File: src/rtl/interrupt_ctrl.sv
// ============================================================================
//  Module      : interrupt_ctrl
//  Description : Single-level interrupt controller; redirects fetch to a fixed
//                ISR vector on a latched IRQ edge and back on RTI.
//  Revision    : 1.0
// ============================================================================
`default_nettype none

module interrupt_ctrl #(
    parameter int              PC_W       = 12,
    parameter logic [PC_W-1:0] ISR_VECTOR = 12'h010
) (
    input  logic            clock,
    input  logic            reset_n,
    input  logic            IEN_d,
    input  logic            IOF_d,
    input  logic            RTI_d,
    input  logic            branch_d,
    input  logic            IRQ,
    input  logic [PC_W-1:0] PC,
    output logic            branch_ISR,
    output logic [PC_W-1:0] ISR_adr
);

    logic            r_ien;
    logic            r_pending;
    logic            r_in_isr;
    logic            r_irq_q;
    logic [PC_W-1:0] r_saved_pc;
    logic            r_branch_isr;
    logic [PC_W-1:0] r_isr_adr;

    logic w_irq_rise;
    logic w_entry;
    logic w_return;

    assign w_irq_rise = IRQ & ~r_irq_q;

    // Entry and return are mutually exclusive through in_isr; both are blocked
    // while a redirect pulse is in flight, which keeps pulses one cycle wide.
    assign w_entry  = r_pending & r_ien & ~r_in_isr & ~branch_d & ~RTI_d & ~r_branch_isr;
    assign w_return = RTI_d & r_in_isr & ~r_branch_isr;

    always_ff @(posedge clock or negedge reset_n) begin
        if (!reset_n) begin
            r_ien        <= 1'b0;
            r_pending    <= 1'b0;
            r_in_isr     <= 1'b0;
            r_irq_q      <= 1'b0;
            r_saved_pc   <= '0;
            r_branch_isr <= 1'b0;
            r_isr_adr    <= '0;
        end else begin
            r_irq_q <= IRQ;

            if (w_entry)
                r_ien <= 1'b0;
            else if (w_return)
                r_ien <= 1'b1;
            else if (IOF_d)
                r_ien <= 1'b0;
            else if (IEN_d)
                r_ien <= 1'b1;

            // A fresh rise coinciding with entry must survive as a new request.
            if (w_irq_rise)
                r_pending <= 1'b1;
            else if (w_entry)
                r_pending <= 1'b0;

            r_branch_isr <= w_entry | w_return;

            if (w_entry) begin
                r_isr_adr  <= ISR_VECTOR;
                r_saved_pc <= PC;
                r_in_isr   <= 1'b1;
            end else if (w_return) begin
                r_isr_adr  <= r_saved_pc;
                r_in_isr   <= 1'b0;
            end
        end
    end

    assign branch_ISR = r_branch_isr;
    assign ISR_adr    = r_isr_adr;

endmodule

`default_nettype wire

File: config.mk
export PLATFORM = sky130hd
export DESIGN_NAME = interrupt_ctrl
export DESIGN_NICKNAME = d
export VERILOG_FILES = /design/src/rtl/interrupt_ctrl.sv
export SDC_FILE = /design/constraint.sdc
export NUM_CORES = 1
export LEC_CHECK = 0
export CAP_MARGIN = 20
export CORE_MARGIN = 5
export CORE_UTILIZATION = 45
export DETAILED_ROUTE_END_ITERATION = 8
export PLACE_DENSITY_LB_ADDON = 0.05
export SLEW_MARGIN = 20
export SYNTH_ARGS = -nofsm -noshare
export SYNTH_HDL_FRONTEND = slang
export SYNTH_SLANG_ARGS = --single-unit
File: constraint.sdc
create_clock -name clock -period 1.7 [get_ports clock]
set_input_delay 0.255 -clock clock [delete_from_list [all_inputs] [get_ports clock]]
set_output_delay 0.255 -clock clock [all_outputs]
set_load 0.01 [all_outputs]
==> metrics.csv <==
metric,value,unit
status,"finished, final reports clean",
die_area,3700,um2
synth.net_count,113,
multi_input_area,384,um2
fin_nets,156,
cp.required,1.91,ns
setup_viol,0,
synthArstFlopShare,100,%
reg2reg_from,branch_ISR$_DFF_PN0_,
ys_seq_area_share,62.4,%
drive_gt1_share,21.2,%
finalCriticalPeriod,1.59,ns
port_buffers,31,
grt_antenna_before_repair,0,
synth_common_cells,"dfrtp_1, nand2_1, a21oi_1",
wl_per_cell,13.6,um
drt_first_pass_iters,4,
synth_ff_type,dfrtp_1,
irDropWorstVdd,1.05,mV
synthToLayoutAreaGrowth,37.8,%
synthDistinctLibCells,16,
hpwl,1590,um
synth_edf_count,0,
vias,822,
worstMarginPinSlew,0.356,ns
gp_congestion,0.730,
num_rows,18,
htreeDepth,2,
tritoncts,done,
fin_skew,0.00313,ns
core_area,2480,um2
grt_pass1_wl,3770,um
yosys.area.top_type,dfrtp_1,
grt_pass1_vias,876,
maxSlewViolCount,0,
cp-start-kind,register,
placed_cell_area,1550,um2
hold_buffers,0,
cts_resized,0,
reg2reg_depth,4,
max_slew_margin,76.2,%
clockBufferDepth,2,
pin_count,32,
netlist.area_leader.share,62.4,%
whs,0.308,ns
synth_top_cells_by_area,"dfrtp_1, mux2_4, nand2_1",
die_h,60.9,um
cts_sinks,29,
path_max_fanout,20,
via_per_inst,4.92,
maxCapViolCount,0,
regToRegSetupSlack,0.11,ns
clk_latency,0.32,ns
fillers,210,
synth_area_per_cell,12.4,um2
dp_slack,-0.111,ns
r2r-end,r_saved_pc[2]$_DFFE_PN0P_,
synth_seq_cells,29,
cts_made_buffers,5,
drt_iter0_markers,23,
critPathKind,register to register,
holdCritPathClass,input port to asynchronous set/reset pin,
yosysMostFrequentCell,dfrtp_1,
clock.fmax,0.627,GHz
groute.usage.overall,14.5,%
power.density,1600,nW/um2
grt_setup_unrepaired,no,
cts_setup_buffers,0,
drtAntennaViolNets,0,
hold_violations,0,
final_area,1600,um2
grt_max_degree,30,
path_clk_slew,0.08,ns
regArea,726,um2
leakagePower,0.731,nW
die_x,60.9,um
syn_area,1160,um2
finalWorstSetupSlack,0.106,ns
yosysWarnings,0,
cp-end-kind,register,
wl,2270,um
antenna_cells,0,
fin_crit_sh,93.8,%
overflow,0,
drc,0,
synthCells,94,
root_buffer,clkbuf_4,
initial_core_util,47.0,%
cp.arrival,1.80,ns
## per-stage QoR
step | utilization, % | total power [W] | std cells | setup TNS [ns]
2_1_floorplan | - | 0.00169 | 94 | 0
3_3_place_gp | 62.5 | 0.00215 | 160 | -0.910
3_5_place_dp | 62.5 | 0.00218 | 160 | -1.04
4_1_cts | 64.7 | 0.00260 | 167 | 0
5_1_grt | 64.7 | 0.00275 | 167 | 0
6_report | 64.7 | 0.00256 | 167 | 0
## state kept, by name, summed over array words and instances, names as in the netlist
register    flops
r_saved_pc     12
r_ien           1
r_in_isr        1
branch_ISR      1
ISR_adr        12
r_irq_q         1
r_pending       1
## worst max path at each step
| stage | from | to | slack, ns | cells past startpoint |
|---|---|---|---|---|
| 2_1_floorplan | branch_ISR$_DFF_PN0_ | r_saved_pc[10]$_DFFE_PN0P_ | 0.14 | 5 |
| 3_3_place_gp | branch_d | r_saved_pc[3]$_DFFE_PN0P_ | -0.09 | 5 |
| 3_5_place_dp | branch_d | r_saved_pc[11]$_DFFE_PN0P_ | -0.11 | 5 |
| 4_1_cts | branch_ISR$_DFF_PN0_ | r_saved_pc[11]$_DFFE_PN0P_ | 0.09 | 4 |
| 5_1_grt | branch_ISR$_DFF_PN0_ | r_saved_pc[3]$_DFFE_PN0P_ | 0.01 | 4 |
| 6_report | branch_ISR$_DFF_PN0_ | r_saved_pc[2]$_DFFE_PN0P_ | 0.11 | 4 |
## metal layers
metal / wire [um] / part of all wire [%] / up-vias / global-route usage, %
li1: - / - / 398 / -
met1: 977 / 43 / 394 / 17.4
met2: 1080 / 48 / 25 / 22.9
met3: 169 / 7.4 / 5 / 5.96
met4: 44 / 1.9 / 0 / 6.50
met5: 0 / 0 / - / 0
## cells by family (layout without fill, tap and decap cells)
kind of cell	count (synthesis)	after routing	share of synthesized area, %
and+or+nand+nor	33	33	12.6
DFF	29	29	62.4
AOI/OAI and AO/OA	14	14	6.56
muxes	12	12	13.9
buffers and inverters	6	49	4.62
## power by group
| group | switching [W] | leakage [nW] | internal, W |
|---|---|---|---|
| combinational | 0.000365 | 0.341 | 0.000606 |
| clock | 0.000215 | 0.0314 | 0.000195 |
| sequential | 0.000176 | 0.359 | 0.00101 |
| total | 0.000755 | 0.731 | 0.00181 |
## critical path, cell delays in order (launching register included)
cell and delay, ns:
dfrtp_1 0.42, nor4_2 0.30, and3_1 0.24, buf_12 0.18
mux2_2 0.35
## cell type report
type | count | share of cell area (%)
sequential | 29 | 45.2
timing repair buffer | 41 | 24.8
multi-input combinational | 59 | 23.9
clock buffer | 7 | 3.43
tap | 30 | 2.34
inverter | 1 | 0.234
## placed cells by master (no fill, tap or decap)
master	netlist	final
clkdlybuf4s50_1	0	31
nand3_1	2	2
mux2_4	7	7
clkbuf_1	2	1
buf_12	1	1
dfrtp_1	29	29
nor4_2	1	1
nand3b_1	1	1
inv_1	1	1
nand2_1	27	27
o21bai_1	1	1
and3b_1	1	1
and3_1	1	1
clkbuf_8	0	1
buf_4	0	9
a21oi_1	12	12
clkbuf_4	0	5
a22o_1	1	1
mux2_2	5	5
No activity file was read; power rests on OpenSTA's default activity.
